<file path="src/rtl/key_scan_pkg.sv">
// key_scan_pkg: shared types and constants for the 4x8 key matrix scanner.
package key_scan_pkg;

  localparam int NUM_COLS = 4;
  localparam int NUM_ROWS = 8;

  // Head-of-queue event: press=1 for a key going down, 0 for a release.
  typedef struct packed {
    logic       press;
    logic [4:0] key;
  } key_event_t;

  typedef enum logic {
    IDLE   = 1'b0,
    UPDATE = 1'b1
  } scan_state_t;

  // Key index 8*col + row; with 8 rows this is just {col, row}.
  function automatic logic [4:0] key_index(input logic [1:0] col, input logic [2:0] row);
    return {col, row};
  endfunction

endpackage

</file>
<file path="src/rtl/key_event_fifo.sv">
// key_event_fifo: small event queue with valid/ready output, registered head
// and a sticky overflow flag for events dropped while full.
module key_event_fifo
  import key_scan_pkg::*;
#(
  parameter int DEPTH = 4
) (
  input  logic       i_clk,
  input  logic       i_rst,
  input  logic       i_push,
  input  key_event_t i_data,
  input  logic       i_ready,
  input  logic       i_ov_clear,
  output logic       o_valid,
  output key_event_t o_head,
  output logic       o_overflow
);

  localparam int AW = (DEPTH > 1) ? $clog2(DEPTH) : 1;
  localparam int CW = $clog2(DEPTH + 1);

  key_event_t    r_mem [DEPTH];
  logic [AW-1:0] r_wr;
  logic [AW-1:0] r_rd;
  logic [CW-1:0] r_count;
  logic          r_valid;
  key_event_t    r_head;
  logic          r_overflow;

  logic          w_pop;
  logic          w_full;
  logic          w_wr_en;
  logic          w_drop;
  logic [CW-1:0] w_count_next;
  logic [CW-1:0] w_left;
  logic [AW-1:0] w_rd_next;
  key_event_t    w_head_next;

  function automatic logic [AW-1:0] ptr_inc(input logic [AW-1:0] p);
    if (p == AW'(DEPTH - 1)) begin
      return {AW{1'b0}};
    end else begin
      return p + AW'(1);
    end
  endfunction

  assign w_pop        = r_valid & i_ready;
  assign w_full       = (r_count == CW'(DEPTH));
  // A full queue still accepts a push when the head leaves in the same cycle.
  assign w_wr_en      = i_push & (~w_full | w_pop);
  assign w_drop       = i_push & w_full & ~w_pop;
  assign w_count_next = r_count + CW'(w_wr_en) - CW'(w_pop);
  assign w_left       = r_count - CW'(w_pop);
  assign w_rd_next    = w_pop ? ptr_inc(r_rd) : r_rd;

  // Next head: hold when empty, bypass the pushed event into an emptied queue,
  // otherwise the oldest surviving entry.
  always_comb begin
    w_head_next = r_head;
    if (w_count_next == {CW{1'b0}}) begin
      w_head_next = r_head;
    end else if (w_left == {CW{1'b0}}) begin
      w_head_next = i_data;
    end else begin
      w_head_next = r_mem[w_rd_next];
    end
  end

  // Storage, pointers, registered head/valid and sticky overflow.
  always_ff @(posedge i_clk or posedge i_rst) begin
    if (i_rst) begin
      for (int i = 0; i < DEPTH; i++) begin
        r_mem[i] <= {1'b0, 5'd0};
      end
      r_wr       <= {AW{1'b0}};
      r_rd       <= {AW{1'b0}};
      r_count    <= {CW{1'b0}};
      r_valid    <= 1'b0;
      r_head     <= {1'b0, 5'd0};
      r_overflow <= 1'b0;
    end else begin
      if (w_wr_en) begin
        r_mem[r_wr] <= i_data;
        r_wr        <= ptr_inc(r_wr);
      end
      r_rd    <= w_rd_next;
      r_count <= w_count_next;
      r_valid <= (w_count_next != {CW{1'b0}});
      r_head  <= w_head_next;
      // A drop in the same cycle as a clear keeps the flag set.
      if (w_drop) begin
        r_overflow <= 1'b1;
      end else if (i_ov_clear) begin
        r_overflow <= 1'b0;
      end
    end
  end

  assign o_valid    = r_valid;
  assign o_head     = r_head;
  assign o_overflow = r_overflow;

endmodule

</file>
<file path="src/rtl/key_matrix_scan.sv">
// key_matrix_scan: strobes a 4x8 active-low key matrix one column at a time,
// samples the sense lines at the last strobed cycle of each slot, debounces
// each key and queues press/release events.
// Build option: define KEY_SCAN_DEBOUNCE_EN to build the per-key debounce
// counters; without it every sample is taken directly (one-scan debounce).
module key_matrix_scan
  import key_scan_pkg::*;
#(
  parameter int SCAN_DIV_LOG2  = 11,
  parameter int DEBOUNCE_SCANS = 4,
  parameter int FIFO_DEPTH     = 4
) (
  input  logic        clk12MHz,
  input  logic        reset,
  output logic [3:0]  kcol,
  input  logic [7:0]  ksense,
  output logic [31:0] keys,
  output logic        ev_valid,
  input  logic        ev_ready,
  output logic [4:0]  ev_key,
  output logic        ev_press,
  output logic        ev_overflow,
  input  logic        ov_clear
);

  localparam int CNT_W = SCAN_DIV_LOG2 + 2;
  // First guard-band phase (3/4 of the slot) and the sample phase just before it.
  localparam logic [SCAN_DIV_LOG2-1:0] PH_GUARD  = SCAN_DIV_LOG2'(3 << (SCAN_DIV_LOG2 - 2));
  localparam logic [SCAN_DIV_LOG2-1:0] PH_SAMPLE = SCAN_DIV_LOG2'((3 << (SCAN_DIV_LOG2 - 2)) - 1);

`ifdef KEY_SCAN_DEBOUNCE_EN
  localparam int DB_W = (DEBOUNCE_SCANS > 1) ? $clog2(DEBOUNCE_SCANS) : 1;
  localparam logic [DB_W-1:0] DB_LAST = DB_W'(DEBOUNCE_SCANS - 1);
  logic [DB_W-1:0] r_db_cnt [32];
`endif

  logic [CNT_W-1:0]         r_cnt;
  logic [CNT_W-1:0]         w_cnt_next;
  logic [1:0]               w_col;
  logic [SCAN_DIV_LOG2-1:0] w_ph;
  logic [1:0]               w_next_col;
  logic [SCAN_DIV_LOG2-1:0] w_next_ph;
  logic [3:0]               w_kcol_next;
  logic [3:0]               r_kcol;
  logic [7:0]               r_sync1;
  logic [7:0]               r_sync2;
  logic [7:0]               w_s;

  scan_state_t r_state;
  logic [2:0]  r_row;
  logic [1:0]  r_col;
  logic [7:0]  r_sample;
  logic [31:0] r_keys;
  logic        r_push;
  key_event_t  r_push_ev;
  logic [4:0]  w_key;
  logic        w_bit;

  key_event_t  w_head;
  logic        w_fifo_valid;
  logic        w_fifo_ov;

  assign w_cnt_next = r_cnt + CNT_W'(1);
  assign w_col      = r_cnt[CNT_W-1 -: 2];
  assign w_ph       = r_cnt[SCAN_DIV_LOG2-1:0];
  assign w_next_col = w_cnt_next[CNT_W-1 -: 2];
  assign w_next_ph  = w_cnt_next[SCAN_DIV_LOG2-1:0];

  // Free-running slot counter; wraps from column 3 to column 0 with no gap.
  always_ff @(posedge clk12MHz or posedge reset) begin
    if (reset) begin
      r_cnt <= {CNT_W{1'b0}};
    end else begin
      r_cnt <= w_cnt_next;
    end
  end

  // Strobe decode from the next count so the registered strobe lines up with r_cnt.
  always_comb begin
    w_kcol_next = 4'hF;
    if (w_next_ph < PH_GUARD) begin
      w_kcol_next[w_next_col] = 1'b0;
    end else begin
      w_kcol_next = 4'hF;
    end
  end

  // Registered column strobes (all high in reset and in the guard quarter).
  always_ff @(posedge clk12MHz or posedge reset) begin
    if (reset) begin
      r_kcol <= 4'hF;
    end else begin
      r_kcol <= w_kcol_next;
    end
  end

  // Two-flop synchronizer on the asynchronous sense lines.
  always_ff @(posedge clk12MHz or posedge reset) begin
    if (reset) begin
      r_sync1 <= 8'hFF;
      r_sync2 <= 8'hFF;
    end else begin
      r_sync1 <= ksense;
      r_sync2 <= r_sync1;
    end
  end

  assign w_s   = ~r_sync2;
  assign w_key = key_index(r_col, r_row);
  assign w_bit = r_sample[r_row];

  // Scan FSM: latch the column sample, then walk its 8 keys one per cycle,
  // debouncing each and registering a push for every key that flips.
  always_ff @(posedge clk12MHz or posedge reset) begin
    if (reset) begin
      r_state   <= IDLE;
      r_row     <= 3'd0;
      r_col     <= 2'd0;
      r_sample  <= 8'h00;
      r_keys    <= 32'h0;
      r_push    <= 1'b0;
      r_push_ev <= {1'b0, 5'd0};
`ifdef KEY_SCAN_DEBOUNCE_EN
      for (int i = 0; i < 32; i++) begin
        r_db_cnt[i] <= {DB_W{1'b0}};
      end
`endif
    end else begin
      r_push <= 1'b0;
      case (r_state)
        IDLE: begin
          if (w_ph == PH_SAMPLE) begin
            r_sample <= w_s;
            r_col    <= w_col;
            r_row    <= 3'd0;
            r_state  <= UPDATE;
          end
        end
        UPDATE: begin
`ifdef KEY_SCAN_DEBOUNCE_EN
          if (w_bit == r_keys[w_key]) begin
            r_db_cnt[w_key] <= {DB_W{1'b0}};
          end else if (r_db_cnt[w_key] == DB_LAST) begin
            r_keys[w_key]   <= w_bit;
            r_db_cnt[w_key] <= {DB_W{1'b0}};
            r_push          <= 1'b1;
            r_push_ev.press <= w_bit;
            r_push_ev.key   <= w_key;
          end else begin
            r_db_cnt[w_key] <= r_db_cnt[w_key] + DB_W'(1);
          end
`else
          if (w_bit != r_keys[w_key]) begin
            r_keys[w_key]   <= w_bit;
            r_push          <= 1'b1;
            r_push_ev.press <= w_bit;
            r_push_ev.key   <= w_key;
          end
`endif
          r_row <= r_row + 3'd1;
          if (r_row == 3'd7) begin
            r_state <= IDLE;
          end
        end
        default: begin
          r_state <= IDLE;
        end
      endcase
    end
  end

  key_event_fifo #(
    .DEPTH(FIFO_DEPTH)
  ) u_fifo (
    .i_clk      (clk12MHz),
    .i_rst      (reset),
    .i_push     (r_push),
    .i_data     (r_push_ev),
    .i_ready    (ev_ready),
    .i_ov_clear (ov_clear),
    .o_valid    (w_fifo_valid),
    .o_head     (w_head),
    .o_overflow (w_fifo_ov)
  );

  assign kcol        = r_kcol;
  assign keys        = r_keys;
  assign ev_valid    = w_fifo_valid;
  assign ev_key      = w_head.key;
  assign ev_press    = w_head.press;
  assign ev_overflow = w_fifo_ov;

endmodule

</file>
<file path="config.mk">
export PLATFORM = sky130hd
export DESIGN_NAME = key_matrix_scan
export DESIGN_NICKNAME = d
export VERILOG_FILES = /design/src/rtl/key_scan_pkg.sv /design/src/rtl/key_event_fifo.sv /design/src/rtl/key_matrix_scan.sv
export SDC_FILE = /design/constraint.sdc
export NUM_CORES = 1
export LEC_CHECK = 0
export CORE_MARGIN = 5
export CORE_UTILIZATION = 57
export CTS_CLUSTER_SIZE = 24
export DETAILED_ROUTE_END_ITERATION = 12
export GPL_ROUTABILITY_DRIVEN = 0
export PLACE_DENSITY = 0.91
export SYNTH_ARGS = -nofsm -noshare
export SYNTH_HDL_FRONTEND = slang
export SYNTH_SLANG_ARGS = --single-unit
</file>
<file path="constraint.sdc">
create_clock -name clk12MHz -period 4.7 [get_ports clk12MHz]
set_clock_uncertainty 0.05 [all_clocks]
set_input_delay 0.705 -clock clk12MHz [delete_from_list [all_inputs] [get_ports clk12MHz]]
set_output_delay 0.705 -clock clk12MHz [all_outputs]
set_load 0.01 [all_outputs]
</file>
==> key figures, run 1 <==
Status
  • Status: completed

Detailed routing
  • Via/cell ratio: approximately 6.3
  • Post-route ant nets: 0
  • Number of DRC markers in iteration 0: between 500 and 600
  • Detailed Routing Iterations Pass 1: 7
  • Wirelength, routed: about 14 mm
  • DRC: 0
  • Vias: 4585
  • Routed WL per cell: roughly 19 um

Hold path
  • HP Class: reg -> reg
  • Hold Path Stages: 0
  • Hold endpoint: r_sync2[4]
  • Hold wc startpoint: r_sync1[4]

CTS
  • H-tree levels: 4
  • Longest Clk Path Bufs: 2
  • Clock latency on the worst-skew pair: between 0.5 and 0.6 ns
  • Clock root buffer: clkbuf_8
  • Cts hold-fix bufs: 0
  • Inserted Clock Buffers: 17
  • Sink Count: about 130
  • Post-CTS setup buffers: 0
  • TritonCTS clock tree: built
  • CTS resizes: 0
  • Worst-path clk slew: 0.06 ns

Critical path
  • CP required: between 5 and 6 ns
  • Launch point of the worst reg-to-reg path: r_row[1]
  • Reg2reg end: keys[1]
  • Reg-to-reg setup timing slack: around 1.3 ns
  • Endpoint type of the worst setup path: flip-flop
  • R2R depth: 5
  • Startpoint types: input port
  • Crit path arrival time: about 3.8 ns
  • Crit Path Max Fanout: 13
  • Crit Path Class: in -> reg

Final layout
  • Share of cells above drive strength 1: between 15 and 20%
  • Design Area, Final: just over 0.007 mm2
  • Final Non-Filler Cells: 730
  • Antenna fix cells: 0
  • Final Util: between 70% and 80%
  • Layout area overhead: 21.0%
  • Final net count: about 610

STA
  • Final setup vio count: 0
  • Hold Vio Cnt, Final: 0
  • RSZ-0062 raised after global routing: false
  • Fin crit share: approximately 73%
  • Final worst setup slack: 1.26 ns
  • Worst slew pin tran: 1.14 ns
  • Slew HR: between 20% and 30%
  • Final Max Tran Viols: 0
  • Fin crit period: 3.44 ns
  • Final setup TNS: 0 ns
  • Final hold slack: around 0.3 ns
  • F_max: about 0.29 GHz

Placed design
  • Placed Instances: roughly 700
  • Worst slack, placed: 0.871 ns
  • PortBufs: between 50 and 60
  • Placed cell areas: ~0.0064 mm2
  • Post-DP HPWL: between 9 and 10 mm

Logic synthesis
  • Ys async rst share: 100%
  • Syn. warnings: 0
  • Top cell type by total area after synthesis: dfrtp_1
  • Largest cells by area after synthesis: dfrtp_1 (45%), dfstp_2 (9.0%), o21ai_0 (6.9%)
  • Sequential-to-total area share from yosys stat: between 50% and 60%
  • Post-Syn Area: 0.00582 mm2
  • Syn Area/Cell: around 11 um2
  • Yosys cell types: 49
  • Count leader, synth: dfrtp_1
  • #FFs+latches synth: 125
  • Synth top cells by count: dfrtp_1 (105), o21ai_0 (80), nand2_1 (49)
  • Post-Synthesis Cells: roughly 540
  • Synth top area share: ~45%
  • Number of synthesized flops with an enable pin: 0
  • Syn_nets: around 560
  • Main flop type after synthesis: dfrtp_1

Floorplanning
  • Area of the core: 0.00986 mm2
  • I/O pin count: 56
  • Height of the die: between 100 and 150 um
  • Number of core rows: 36
  • Die ar.: roughly 0.012 mm2
  • Chip width: approximately 110 um
  • Initial Utilization: 59.0%

Power and ir drop
  • Cell area power density: 426 mW/mm2
  • Power Total: between 3 and 4 mW
  • P_int: roughly 2.2 mW
  • Combinational power share: between 10% and 20%
  • Sw frac: 28.0%
  • Net Sw Power: 840 uW
  • Pleak: about 3 nW
  • Register share of total power: 39.4%
  • Clock power share: 45.4%
  • Max VDD drop: roughly 0.00031 V

Job
  • Maxcap violations: 0

GRT
  • Vias in the first global route: ~4700
  • First-pass GRT wire length: roughly 23 mm
  • GRT Overall Usage: roughly a quarter
  • Initial antenna violation count: 0
  • Largest net degree at the start of global routing: 75
  • GRT overflow: 0
worst max-delay path: stages:
cell and delay (ns):
clkdlybuf4s50_1 0.45, nand2_1 0.14, a31oi_1 0.65, ha_1 0.26, inv_1 0.05, fa_1 0.39
xnor2_1 0.18, xnor2_1 0.15, nor3_1 0.07, inv_1 0.28, o311ai_0 0.28, o21a_1 0.18
how the worst max path moves through the flow:
stage          slack [ns]      from               end  depth (start not counted)
5_1_grt              1.02  r_row[1]           keys[1]                          5
3_3_place_gp         1.12  ev_ready  u_fifo.o_head[2]                         12
6_report             1.26  ev_ready  u_fifo.o_head[1]                         12
4_1_cts              1.26  ev_ready  u_fifo.o_head[1]                         12
3_5_place_dp         0.87  ev_ready  u_fifo.o_head[0]                         12
2_1_floorplan        0.65     reset           keys[0]                          1
layer usage:
metal / global-route usage [%] / vias up / wire length, um / part of all wire, %
met1: 29.4 / 2230 / 5610 / 40
met4: 10.2 / 0 / 469 / 3.3
met3: 5.79 / 57 / 1070 / 7.6
met5: 0 / - / 0 / 0
met2: 38.8 / 271 / 6990 / 49
li1: - / 2027 / - / -
final cells by class:
| type | count | area (um2) |
|---|---|---|
| clock buffer | 17 | 414 |
| timing repair buffer | 57 | 566 |
| clock inverter | 15 | 199 |
| inverter | 23 | 88.8 |
| tap | 133 | 166 |
| sequential | 125 | 3150 |
| fill | 641 | 2830 |
| multi-input combinational | 360 | 2450 |
layout by cell type (no fill, tap or decap), types with 15 or more instances in the layout:
| master | synthesis | routed |
|---|---|---|
| and3_1 | 15 | 15 |
| mux2i_1 | 17 | 17 |
| dfrtp_1 | 105 | 105 |
| dfstp_2 | 20 | 20 |
| ha_1 | 15 | 15 |
| mux2_2 | 22 | 22 |
| clkbuf_16 | 0 | 16 |
| o21ai_0 | 80 | 80 |
| a21oi_1 | 34 | 34 |
| inv_1 | 22 | 21 |
| nor2_1 | 15 | 15 |
| nand2_1 | 49 | 49 |
| clkdlybuf4s50_1 | 0 | 55 |
logic make-up (layout without fill, tap and decap cells):
| family | after synthesis | count (layout) | synth area share (%) |
|---|---|---|---|
| multiplexers | 47 | 47 | 9.63 |
| flip-flops | 125 | 125 | 54.2 |
| XOR/XNOR | 14 | 14 | 2.11 |
| buffers and inverters | 50 | 112 | 3.66 |
| adder cells (fa/ha/maj) | 16 | 16 | 3.57 |
| AND/OR/NAND/NOR | 123 | 123 | 10.3 |
| AO/OA/AOI/OAI | 160 | 160 | 16.5 |
sequential cells by signal, indices dropped and copies added (netlist names):
signal / cells
kcol: 4
keys: 32
r_cnt: 13
r_col: 2
r_push: 1
r_push_ev: 6
r_row: 3
r_sample: 8
r_state: 1
r_sync1: 8
r_sync2: 8
u_fifo.o_head: 6
u_fifo.o_overflow: 1
u_fifo.o_valid: 1
u_fifo.r_count: 3
u_fifo.r_mem: 24
u_fifo.r_rd: 2
u_fifo.r_wr: 2
power groups by stage:
stage | sequential [mW] | combinational, mW | clock [mW]
CTS | 1.18 | 0.459 | 1.38
finish | 1.18 | 0.457 | 1.36
global route | 1.19 | 0.509 | 1.43
detailed placement | 1.20 | 0.440 | 0
floorplan | 1.20 | 0.300 | 0
global placement | 1.20 | 0.407 | 0
(Power assumes the default switching activity.)
==> run 2, diff against run 1 <==
- clock period: 4.7 -> 3.4 ns (I/O delays scaled with it)
==> run 2 against run 1 <==
Compared with the run above: non-clock buffer count up 6; die area unchanged; flip-flop and latch count unchanged; worst setup slack worse by 0.72 ns; clock-buffer cell count up 2; first-iteration DRC count down 12%; clock power up 33%; combinational power up 31%; core utilization up 0.53 points; global-route usage down 1.0 points; worst hold slack worse by 0.00055 ns.
==> key figures, run 2 (synthesis results as in run 1) <==
STA
  • Fin crit share: between 80% and 90%
  • Final setup TNS: 0 ns
  • Fin crit period: ~2.9 ns
  • F_max: ~0.35 GHz
  • RSZ-0062 raised after global routing: false
  • Final Max Tran Viols: 0
  • Final hold slack: 0.305 ns
  • Final worst setup slack: roughly 0.54 ns
  • Final setup vio count: 0
  • Slew HR: 45.8%
  • Worst slew pin tran: 0.813 ns
  • Hold Vio Cnt, Final: 0

Power and ir drop
  • Combinational power share: around 15%
  • Power Total: approximately 4.0 mW
  • Cell area power density: roughly 570 mW/mm2
  • Register share of total power: between 40% and 50%
  • Pleak: just over 3 nW
  • Net Sw Power: 1.11 mW
  • Sw frac: 27.5%
  • Max VDD drop: approximately 0.00033 V
  • Clock power share: roughly 45%
  • P_int: 2.93 mW

Floorplanning
  • Height of the die: 111 um
  • I/O pin count: 56
  • Initial Utilization: around three fifths
  • Area of the core: 0.00986 mm2
  • Number of core rows: 36
  • Die ar.: about 0.012 mm2
  • Chip width: about 110 um

Placed design
  • PortBufs: 55
  • Post-DP HPWL: 8.94 mm
  • Worst slack, placed: about 0.11 ns

Critical path
  • Endpoint type of the worst setup path: flip-flop
  • R2R depth: 6
  • Crit path arrival time: around 3.2 ns
  • Crit Path Max Fanout: 23
  • Reg-to-reg setup timing slack: 0.54 ns
  • Crit Path Class: reg -> reg
  • Reg2reg end: keys[26]
  • Startpoint types: flip-flop
  • CP required: between 3 and 4 ns
  • Launch point of the worst reg-to-reg path: r_row[0]

Detailed routing
  • Wirelength, routed: between 10 and 15 mm
  • Via/cell ratio: 6.21
  • DRC: 0
  • Post-route ant nets: 0
  • Detailed Routing Iterations Pass 1: 7
  • Number of DRC markers in iteration 0: about 500
  • Vias: between 4000 and 5000
  • Routed WL per cell: about 19 um

Hold path
  • Hold Path Stages: 0
  • Hold wc startpoint: r_sync1[6]
  • Hold endpoint: r_sync2[6]
  • HP Class: reg -> reg

CTS
  • CTS resizes: 0
  • Inserted Clock Buffers: 17
  • Worst-path clk slew: about 0.06 ns
  • Clock latency on the worst-skew pair: 0.52 ns
  • Post-CTS setup buffers: 0
  • Sink Count: ~130
  • H-tree levels: 4
  • Longest Clk Path Bufs: 2
  • Clock root buffer: clkbuf_8
  • TritonCTS clock tree: built
  • Cts hold-fix bufs: 0

GRT
  • GRT Overall Usage: 22.4%
  • Vias in the first global route: 4640
  • GRT overflow: 0
  • First-pass GRT wire length: around 23 mm
  • Largest net degree at the start of global routing: between 50 and 60
  • Initial antenna violation count: 0

Final layout
  • Final Util: 71.9%
  • Final net count: between 600 and 700
  • Share of cells above drive strength 1: 15.9%
  • Commonest non-fill, non-tap cell in the layout: dfrtp_1
  • Filler cells: 628
  • Most frequent cells in the layout: dfrtp_1 (105), o21ai_0 (80), clkdlybuf4s50_1 (55)
  • Max reg flops: 32
  • Layout area overhead: 21.9%
  • Antenna fix cells: 0

Job
  • Maxcap violations: 0

Status
  • Status: completed
==> run 2: worst max path at each step <==
stage          slack, ns                to            from  depth (start not counted)
2_1_floorplan       0.52  u_fifo.o_head[0]        ev_ready                         12
3_3_place_gp        0.27  u_fifo.o_head[2]        ev_ready                         14
3_5_place_dp        0.11  u_fifo.o_head[2]        ev_ready                         14
4_1_cts             0.62  u_fifo.o_head[2]  u_fifo.o_valid                         13
5_1_grt             0.40  u_fifo.o_head[4]  u_fifo.o_valid                         13
6_report            0.54          keys[26]        r_row[0]                          6
==> run 2: area by class of cell <==
class | instances | area [um2] | share of cell area, %
flip-flops and latches | 125 | 3150 | 44.5
repair buffers | 63 | 623 | 8.79
clock inverters | 13 | 143 | 2.01
clock buffers | 19 | 464 | 6.55
inverters | 23 | 90.1 | 1.27
multi-input cells | 360 | 2450 | 34.6
well taps | 133 | 166 | 2.35
==> run 2: layer usage <==
metal / share of wire, % / up-vias / global-route usage, % / wire [um]
met4: 2.2 / 0 / 9.25 / 308
met5: 0 / - / 0 / 0
met1: 40 / 2219 / 28.2 / 5450
met3: 8.1 / 48 / 5.90 / 1120
li1: - / 2042 / - / -
met2: 50 / 264 / 37.0 / 6870
==> run 2: metrics by stage <==
step | instance area [um2] | cells
floorplan | 5820 | 535
global placement | 6480 | 704
detailed placement | 6480 | 704
CTS | 7090 | 736
global route | 7090 | 736
finish | 7090 | 736
==> run 2: worst max-delay path, cell delays in order (launching register included) <==
cell     delay (ns)
dfrtp_1        0.87
mux4_2         0.59
mux2i_1        0.17
buf_4          0.21
nand3_1        0.30
o21ai_0        0.34
o21ai_0        0.17
==> run 2: power groups by stage <==
stage	clock (mW)	combinational, mW	sequential (mW)
finish	1.81	0.598	1.63
global route	1.90	0.675	1.64
CTS	1.83	0.606	1.63
detailed placement	0	0.601	1.66
global placement	0	0.558	1.65
floorplan	0	0.415	1.66
==> run 3, diff against run 2 <==
- clock period: 3.4 -> 2.8 ns (I/O delays scaled with it)
==> run 3 against run 2 <==
Compared with the run above: clock-buffer cell count decreased by 2; combinational power increased by 35%; cell count increased by 1.5%; core utilization increased by 1.0 points.
==> key figures, run 3 (synthesis results as in run 1) <==
Status
  • Status: completed

Placed design
  • Post-DP HPWL: around 9 mm
  • PortBufs: 55
  • Worst slack, placed: -0.237 ns

Floorplanning
  • Area of the core: roughly 0.01 mm2
  • Initial Utilization: 59.0%
  • I/O pin count: 56
  • Chip width: ~110 um
  • Die ar.: approximately 0.012 mm2
  • Number of core rows: 36
  • Height of the die: roughly 110 um

Power and ir drop
  • Power Total: 4.95 mW
  • Cell area power density: slightly below 700 mW/mm2
  • Pleak: around 3 nW
  • Max VDD drop: ~0.00043 V

STA
  • Hold Vio Cnt, Final: 0
  • Fin crit share: 95.2%
  • Slew HR: about 48%
  • Final setup vio count: 0
  • RSZ-0062 raised after global routing: false
  • Final Max Tran Viols: 0
  • Final hold slack: ~0.23 ns
  • F_max: 0.375 GHz
  • Final worst setup slack: 0.133 ns
  • Fin crit period: about 2.7 ns
  • Worst slew pin tran: 0.779 ns

CTS
  • Clock latency on the worst-skew pair: approximately 0.53 ns
  • Clock root buffer: clkbuf_8
  • Longest Clk Path Bufs: 2
  • TritonCTS clock tree: built
  • Cts hold-fix bufs: 0
  • Inserted Clock Buffers: 17
  • Post-CTS setup buffers: 0
  • Worst-path clk slew: 0.07 ns
  • Sink Count: around 130
  • H-tree levels: 4

GRT
  • First-pass GRT wire length: approximately 25 mm
  • GRT Overall Usage: about a quarter
  • Vias in the first global route: slightly above 5000
  • GRT overflow: 0
  • Initial antenna violation count: 0
  • Largest net degree at the start of global routing: 76

Job
  • Maxcap violations: 0

Final layout
  • Most frequent cells in the layout: dfrtp_1 (104), o21ai_0 (80), clkdlybuf4s50_1 (55)
  • Final Util: around 73%
  • Layout area overhead: 23.6%
  • Antenna fix cells: 0
  • Max reg flops: 32
  • Share of cells above drive strength 1: roughly 18%
  • Final net count: approximately 630
  • Commonest non-fill, non-tap cell in the layout: dfrtp_1

Critical path
  • Critical Path, Cell by Cell: mux4_2, mux2i_1, buf_4, nand3_1, o21ai_0, o21ai_0
  • Crit path to: keys[6]
  • Worst setup startpoint: r_row[0]
  • Crit Path Class: reg -> reg
  • Slowest CP cell: mux4_2
  • Launch point of the worst reg-to-reg path: r_row[0]
  • Startpoint types: flip-flop
  • Reg-to-reg setup timing slack: approximately 0.13 ns
  • Crit-path max cell delay: ~0.55 ns
  • Crit path arrival time: roughly 3 ns
  • Crit path depth: 6
  • CP most frequent cell: o21ai_0
  • R2R depth: 6
  • Crit Path Max Fanout: 13
  • Endpoint type of the worst setup path: flip-flop
  • Reg2reg end: keys[6]
  • Sum of buffers and inverters on the critical path: 1
  • Delay-heaviest family, CP: multiplexers
  • CP required: between 3 and 4 ns

Detailed routing
  • DRC: 0
  • Post-route ant nets: 0
  • Routed WL per cell: between 15 and 20 um
  • Wirelength, routed: 14.4 mm
  • Routed wl met2: a little over 7 mm
  • Detailed Routing Iterations Pass 1: 5
  • M1 WL: between 5 and 6 mm
  • Max Used Layer: met4
  • Number of DRC markers in iteration 0: ~540
  • Vias: between 4000 and 5000
  • Via/cell ratio: just over 6
  • Met3 wire length: between 1 and 1.5 mm

Hold path
  • HP Class: in -> async
## run 3: final cells by class
cell class                      count  area, um2
Sequential cell                   125       3150
Fill cell                         634       2670
Tap cell                          133        166
Multi-Input combinational cell    360       2450
Timing Repair Buffer               74        731
Inverter                           23       90.1
Clock buffer                       17        414
Clock inverter                     15        183
## run 3: repair_timing
action	in CTS	in global routing
gates resized for setup	0	1
endpoints found under the hold margin	0	0
endpoints found under the setup margin	0	8
## run 3: metrics by stage
step           TNS, ns  area [um2]  cells
2_1_floorplan        0        5820    535
3_3_place_gp    -0.530        6590    715
3_5_place_dp     -1.46        6590    715
4_1_cts              0        7190    747
5_1_grt              0        7190    747
6_report             0        7190    747
## run 3: metal layers
layer | up-vias | global-route usage, %
met2 | 273 | 40.2
met4 | 0 | 12.2
met3 | 70 | 6.99
li1 | 2053 | -
met1 | 2254 | 29.9
met5 | - | 0
## run 3: power by group
group | switching (mW) | internal (mW) | total (mW)
combinational | 0.430 | 0.380 | 0.810
sequential | 0.0641 | 1.92 | 1.98
clock | 0.987 | 1.17 | 2.15
total | 1.48 | 3.46 | 4.95
## run 3: how the worst min path moves through the flow
stage	slack [ns]	cells past startpoint	end
2_1_floorplan	0.30	0	r_sync2[0]
3_3_place_gp	0.30	0	r_sync2[1]
3_5_place_dp	0.30	0	r_sync2[0]
4_1_cts	0.23	1	r_sync1[7]
5_1_grt	0.22	1	r_sync1[6]
6_report	0.23	2	r_push
